===== config.mk =====
export PLATFORM = sky130hd
export DESIGN_NAME = prog_loader
export DESIGN_NICKNAME = d
export VERILOG_FILES = /design/src/rtl/prog_loader.sv
export SDC_FILE = /design/constraint.sdc
export NUM_CORES = 1
export LEC_CHECK = 0
export ABC_AREA = 0
export CAP_MARGIN = 40
export CORE_MARGIN = 2
export CORE_UTILIZATION = 55
export DETAILED_ROUTE_END_ITERATION = 12
export HOLD_SLACK_MARGIN = 0.12
export PLACE_DENSITY_LB_ADDON = 0.1
export SYNTH_ARGS = -nofsm -noshare
export SYNTH_HDL_FRONTEND = slang
export SYNTH_SLANG_ARGS = --single-unit

===== constraint.sdc =====
create_clock -name clk -period 3.45 [get_ports clk]
set_input_delay 1.035 -clock clk [delete_from_list [all_inputs] [get_ports clk]]
set_output_delay 1.035 -clock clk [all_outputs]
set_load 0.01 [all_outputs]

===== src/rtl/prog_loader.sv =====
// Streams bytes into memory from a programmable base address, optionally reading
// each one back to confirm it landed, while holding the memory port via mem_sel.
module prog_loader #(
    parameter int ADDR_WIDTH = 16,
    parameter int DATA_WIDTH = 8,
    parameter int MEM_DEPTH  = 32,
    parameter int LEN_WIDTH  = 16
) (
    input  logic                  clk,
    input  logic                  reset,
    input  logic                  start,
    input  logic [ADDR_WIDTH-1:0] base_addr,
    input  logic [LEN_WIDTH-1:0]  length,
    input  logic                  verify_en,
    input  logic                  s_valid,
    input  logic [DATA_WIDTH-1:0] s_data,
    output logic                  s_ready,
    output logic                  mem_sel,
    output logic                  mem_we,
    output logic [ADDR_WIDTH-1:0] mem_addr,
    output logic [DATA_WIDTH-1:0] mem_din,
    input  logic [DATA_WIDTH-1:0] mem_dout,
    output logic                  busy,
    output logic                  done,
    output logic                  error,
    output logic [ADDR_WIDTH-1:0] err_addr,
    output logic [DATA_WIDTH-1:0] checksum
);

    typedef enum logic [2:0] {
        S_IDLE, S_WRITE, S_RD, S_CMP, S_DONE, S_ERROR
    } state_t;

    // One extra bit so a depth equal to 2^ADDR_WIDTH still compares correctly.
    localparam logic [ADDR_WIDTH:0] DEPTH_LIM = (ADDR_WIDTH + 1)'(MEM_DEPTH);

    state_t                state_reg, state_next;
    logic [ADDR_WIDTH-1:0] addr_reg, addr_next;
    logic [ADDR_WIDTH-1:0] err_addr_reg, err_addr_next;
    logic [LEN_WIDTH-1:0]  cnt_reg, cnt_next;
    logic [LEN_WIDTH-1:0]  len_reg, len_next;
    logic                  verify_reg, verify_next;
    logic [DATA_WIDTH-1:0] byte_reg, byte_next;
    logic [DATA_WIDTH-1:0] checksum_reg, checksum_next;
    logic                  addr_oob;
    logic                  accept;

    assign addr_oob = ({1'b0, addr_reg} >= DEPTH_LIM);
    assign busy     = (state_reg == S_WRITE) || (state_reg == S_RD) || (state_reg == S_CMP);
    assign mem_sel  = busy;
    assign s_ready  = (state_reg == S_WRITE) && !addr_oob;
    assign accept   = s_valid && s_ready;
    assign mem_we   = accept;
    assign mem_addr = busy ? addr_reg : '0;
    assign mem_din  = accept ? s_data : '0;
    assign done     = (state_reg == S_DONE);
    assign error    = (state_reg == S_ERROR);
    assign err_addr = err_addr_reg;
    assign checksum = checksum_reg;

    always_ff @(posedge clk) begin
        if (reset) begin
            state_reg    <= S_IDLE;
            addr_reg     <= '0;
            err_addr_reg <= '0;
            cnt_reg      <= '0;
            len_reg      <= '0;
            verify_reg   <= 1'b0;
            byte_reg     <= '0;
            checksum_reg <= '0;
        end else begin
            state_reg    <= state_next;
            addr_reg     <= addr_next;
            err_addr_reg <= err_addr_next;
            cnt_reg      <= cnt_next;
            len_reg      <= len_next;
            verify_reg   <= verify_next;
            byte_reg     <= byte_next;
            checksum_reg <= checksum_next;
        end
    end

    always_comb begin
        state_next    = state_reg;
        addr_next     = addr_reg;
        err_addr_next = err_addr_reg;
        cnt_next      = cnt_reg;
        len_next      = len_reg;
        verify_next   = verify_reg;
        byte_next     = byte_reg;
        checksum_next = checksum_reg;

        case (state_reg)
            S_IDLE, S_DONE, S_ERROR: begin
                if (start) begin
                    len_next      = length;
                    verify_next   = verify_en;
                    addr_next     = base_addr;
                    cnt_next      = '0;
                    err_addr_next = '0;
                    checksum_next = '0;
                    state_next    = (length == '0) ? S_DONE : S_WRITE;
                end
            end
            S_WRITE: begin
                // Range is checked before the byte is taken, so an out-of-range
                // address never produces a write strobe.
                if (addr_oob) begin
                    err_addr_next = addr_reg;
                    state_next    = S_ERROR;
                end else if (s_valid) begin
                    byte_next     = s_data;
                    checksum_next = checksum_reg + s_data;
                    cnt_next      = cnt_reg + LEN_WIDTH'(1);
                    if (verify_reg) begin
                        state_next = S_RD;
                    end else begin
                        addr_next = addr_reg + ADDR_WIDTH'(1);
                        if (cnt_next == len_reg)
                            state_next = S_DONE;
                    end
                end
            end
            S_RD: begin
                state_next = S_CMP;
            end
            S_CMP: begin
                if (mem_dout != byte_reg) begin
                    err_addr_next = addr_reg;
                    state_next    = S_ERROR;
                end else begin
                    addr_next  = addr_reg + ADDR_WIDTH'(1);
                    state_next = (cnt_reg == len_reg) ? S_DONE : S_WRITE;
                end
            end
            default: state_next = S_IDLE;
        endcase
    end

endmodule


### Word level (Yosys, flattened, before mapping)

Cells that the tools add are included.
Widths: inputs -> output; s select.

| storage, ports and cells | value |
|---|---|
| register bits after elaboration | 84 |
| word-level logic and storage cells | 74 |

| cells by class | value |
|---|---|
| mux-type cells | 28 |
| $add $sub $neg | 3 |
| reduce and logical (&&, ||, !) cells | 16 |
| order comparisons | 1 |
| bitwise gates (word level) | 1 |
| eq/ne operators | 17 |

Operators with widths:

| cell | number |
|---|---|
| $mux 16 | 11 |
| $pmux 16 s3 | 2 |
| $add 16x1->16 const B | 2 |
| $eq 16x16->1 | 2 |
| $mux 8 | 4 |
| $pmux 16 s2 | 1 |
| $mux 3 | 8 |
| $ge 16x6->1 const B | 1 |
| $logic_not 16->1 | 1 |
| $pmux 8 s2 | 1 |
| $ne 2x2->1 const B | 6 |
| $pmux 3 s4 | 1 |
| $add 8x8->8 | 1 |
| $ne 8x8->1 | 1 |
| $reduce_and 4->1 | 2 |
| $eq 3x2->1 const B | 2 |
| $eq 3x3->1 const B | 2 |
| $reduce_and 3->1 | 2 |
| $reduce_and 6->1 | 1 |
| $ne 4x3->1 const B | 1 |
| $eq 3x1->1 const B | 1 |
| $logic_not 3->1 | 1 |
| $ne 3x3->1 const B | 1 |
| $reduce_bool 3->1 | 1 |
| 8 further kinds | 10 |

### Longest topological paths before layout

| logic depth | value |
|---|---|
| depth after elaboration | 7 |
| mapped depth | 10 |
| depth with buffers taken out | 8 |

### Worst setup path after synthesis

OpenSTA, ideal clock, no wires.

| timing | value |
|---|---|
| kind | input -> output |
| from | in s_valid |
| to | out mem_din[0] |
| cell stages on the path | 5 |
| path slack | 753 ps |
| data arrival time | 1662 ps |
| required time | 2415 ps |
| path buffers | 1 |
| cell sequence | nand3_2 -> clkinv_1 -> buf_2 -> nand2_1 -> inv_1 |

| between the ends | value |
|---|---|
| word-level cells in the longest chain between the ends | 2 |

Ends and longest elaborated chain:

| element | RTL line | source |
|---|---|---|
| from (decl) | 15 | `input logic s_valid,` |
| $logic_and 1x1->1 | 52 | `assign accept = s_valid && s_ready;` |
| net mem_we | 19 | `output logic mem_we,` |
| $mux 8 | 55 | `assign mem_din = accept ? s_data : '0;` |
| to (decl) | 21 | `output logic [DATA_WIDTH-1:0] mem_din,` |

The timed path passes the listed nets, and every way through them passes these cells.

### Worst setup path in the final report

| timing | value |
|---|---|
| from | reg addr_reg[6] |
| to | out mem_din[1] |

| between the ends | value |
|---|---|
| word-level cells in the longest chain between the ends | 5 |

Ends and longest elaborated chain:

| element | RTL line | source |
|---|---|---|
| from (decl) | 38 | `logic [ADDR_WIDTH-1:0] addr_reg, addr_next;` |
| from (signal assigned) | 73 | `addr_reg <= addr_next;` |
| $ge 16x6->1 | 48 | `assign addr_oob = ({1'b0, addr_reg} >= DEPTH_LIM);` |
| $logic_not 1->1 | 51 | `assign s_ready = (state_reg == S_WRITE) && !addr_oob;` |
| $logic_and 1x1->1 | 51 |  |
| $logic_and 1x1->1 | 52 |  |
| $mux 8 | 55 |  |

Every way passes these cells.

==> flow_summary.json <==
{
  "min-delay-start": "err_addr[15]$_SDFFE_PP0P_",
  "finalWeightedCongestion": 0.881,
  "required_ps": 2410,
  "clk_latency_ps": 360,
  "drt_wl_total_microns": 14400,
  "clockBufferDepth": 2,
  "drv_cap": 0,
  "hold_viol": 0,
  "cellPowerDensity_nw_per_um2": 539,
  "port_buffers": 106,
  "seqCellArea_sq_um": 1680,
  "instances_no_fill": 881,
  "synth_area_leaders": "dfxtp_1 (33%), a21oi_1 (8.2%), nand2_1 (8.0%)",
  "rsz0062_at_grt": "false",
  "synth_cell_type_count": 71,
  "synth_fp_nets": 734,
  "die_y_microns": 99.7,
  "drtAntennaViolNets": 0,
  "first_pass_iters": 5,
  "dp.cells": 865,
  "dp_hpwl_microns": 10600,
  "leakage_nw": 2.30,
  "drcViolationCount": 0,
  "setup_slack_ps": 66.9,
  "cts_tree": "yes",
  "antenna_found_initial": 0,
  "slew_viol_final": 0,
  "cp-start-kind": "register",
  "placed_cell_area_sq_um": 6250,
  "worstSetupPathType": "reg -> out",
  "die_w_microns": 99.7,
  "synth_warnings": 0,
  "crit_fanout": 11,
  "tightest_slew_ps": 699,
  "syn_area_sq_um": 5030,
  "clk_pin_slew_ps": 80,
  "grt_max_degree": 43,
  "grt_pass1_wl_microns": 23500,
  "fp-row-count": 34,
  "dieArea_sq_um": 9930,
  "finalHoldWorstSlack_ps": 460,
  "holdCritPathClass": "reg -> reg",
  "reg2regPathDepth": 7,
  "vias": 5239,
  "syn_inst": 670,
  "cts_hold_buf": 0,
  "grt_usage_pct": 28.8,
  "crit_arrival_ps": 2350,
  "multiInputGateArea_sq_um": 3050,
  "status": "finished, final reports clean",
  "fmax_ghz": 0.296,
  "timing.rr.end": "state_reg[0]$_SDFFE_PP0P_",
  "nets": 832,
  "crit_chain": "nor4_2 > and3_1 > nand3_2 > clkinv_1 > buf_12 > nand2_1 > inv_1 > clkdlybuf4s50_1",
  "synth_top_cell_area_share_pct": 33.4,
  "drt-initial-drc-count": 332,
  "cts_buffers": 9,
  "cts_htree_levels": 3,
  "skew_ps": 19.2,
  "fin_area_sq_um": 6440,
  "numClockSinks": 84,
  "start_util_pct": 57.1,
  "synth-edff-count": 0,
  "cts_root_buffer": "clkbuf_8",
  "core-area_sq_um": 8810,
  "post-route-period-util_pct": 98.1,
  "syn_avg_cell_area_sq_um": 7.51,
  "synth_top_area_cell": "dfxtp_1",
  "whs_path_depth": 2,
  "area_delta_synth_final_pct": 27.9,
  "finish.utilization_pct": 73.1,
  "grt_pass1_vias": 4943,
  "ios": 107,
  "slowest_delay_ps": 530,
  "cp_slowest_cell": "clkdlybuf4s50_1",
  "wl_per_cell_microns": 16.4,
  "seq_area_frac_synth_pct": 33.4,
  "viasPerCell": 5.95,
  "post-place-ws_ps": -146,
  "r2r_slack_ps": 870,
  "synthFlopType": "dfxtp_1",
  "fill_cells": 719,
  "min_period_ps": 3380,
  "ys_async_sr_fraction_pct": 0,
  "max-vdd-ir-drop_v": 0.000360,
  "setup_viol": 0,
  "insertedDiodeCount": 0,
  "slew_headroom_pct": 53.3,
  "grt.overflow.total": 0,
  "r2r_start": "cnt_reg[0]$_SDFFE_PP0P_",
  "synth-seq-cells": 84,
  "post_cts_buffers": 0,
  "crit_path_end_kind": "output port",
  "worstHoldEndpoint": "err_addr[15]$_SDFFE_PP0P_",
  "drive_above_1_share_pct": 9.83
}
==> worst max-delay path by stage <==
| stage | start | endpoint | slack, ps |
|---|---|---|---|
| floorplan | s_valid | mem_din[0] | 750 |
| global placement | s_valid | mem_din[7] | -120 |
| detailed placement | s_valid | mem_din[2] | -150 |
| CTS | addr_reg[6]$_SDFFE_PP0P_ | mem_din[1] | 40 |
| global route | addr_reg[6]$_SDFFE_PP0P_ | mem_din[0] | 3 |
| finish | addr_reg[6]$_SDFFE_PP0P_ | mem_din[1] | 70 |
==> area by class of cell <==
class,count,area share (%)
inverters,26,1.52
well taps,108,2.10
clock buffers,10,1.98
repair buffers,136,20.2
flip-flops and latches,84,26.1
clock inverters,6,0.758
multi-input cells,511,47.3
==> cell families (layout without fill, tap and decap cells) <==
logic type	after synthesis	in the layout	synth area share [%]
AND/OR/NAND/NOR	281	281	28.3
AO/OA/AOI/OAI	181	181	22.5
flip-flops	84	84	33.4
buffers and inverters	75	178	6.37
XOR/XNOR	38	38	6.61
adder cells (fa/ha/maj)	11	11	2.88
==> layer usage <==
metal  track usage, %  routed length [microns]  vias up
met5                0                        0        -
met3             5.76                      777       28
met4             8.11                      288        0
met1             36.7                     6200     2488
met2             49.7                     7180      169
li1                 -                        -     2554
==> cells in the final DEF (no fill, tap or decap), drive strengths merged, types with 11 or more instances in the layout <==
cell,n
nand2,107
xor2,12
nand3b,11
dfxtp,84
nor2,45
nand4,11
inv,25
clkdlybuf4s50,102
xnor2,26
nand3,33
buf,31
o21ai,35
nor2b,13
nor4,16
a21oi,82
==> report_power, final <==
part | leakage [nW] | total [mW] | internal [mW] | switching (mW)
logic | 1.53 | 1.57 | 0.668 | 0.901
clock network | 0.0791 | 0.647 | 0.267 | 0.380
registers | 0.683 | 1.25 | 1.09 | 0.160
==> cells in the mapped netlist (6+ instances only) <==
cell type  number
a211oi_1        7
a21oi_1        82
a22oi_1         7
and2_1          8
buf_2          19
clkbuf_1       24
dfxtp_1        84
ha_1           10
inv_1          24
nand2_1       107
nand3_1        31
nand3b_1       11
nand4_1         8
nor2_1         44
nor2b_1        13
nor3_1         10
nor4_1         11
o21ai_0        32
o31ai_1         6
or3_1           6
xnor2_1        26
xor2_1         12
==> metrics by stage <==
stage	power (mW)	setup TNS, ps
floorplan	2.22	0
finish	3.47	0
CTS	3.46	0
detailed placement	2.81	-1090
global placement	2.77	-976
global route	3.69	0
==> worst max-delay path: cells and delay by family (launching register included) <==
kind / cells / cell delay [ps]
DFF: 1 / 410
and+or+nand+nor: 4 / 770
buffers and inverters: 4 / 820
==> what timing repair did <==
item | in CTS | in global routing
setup endpoints to repair | 9 | 7
resized for setup | 3 | 2
endpoints found under the hold margin | 0 | 0
pin swaps | 0 | 0
Note: power is estimated with default switching activity, not from simulation.
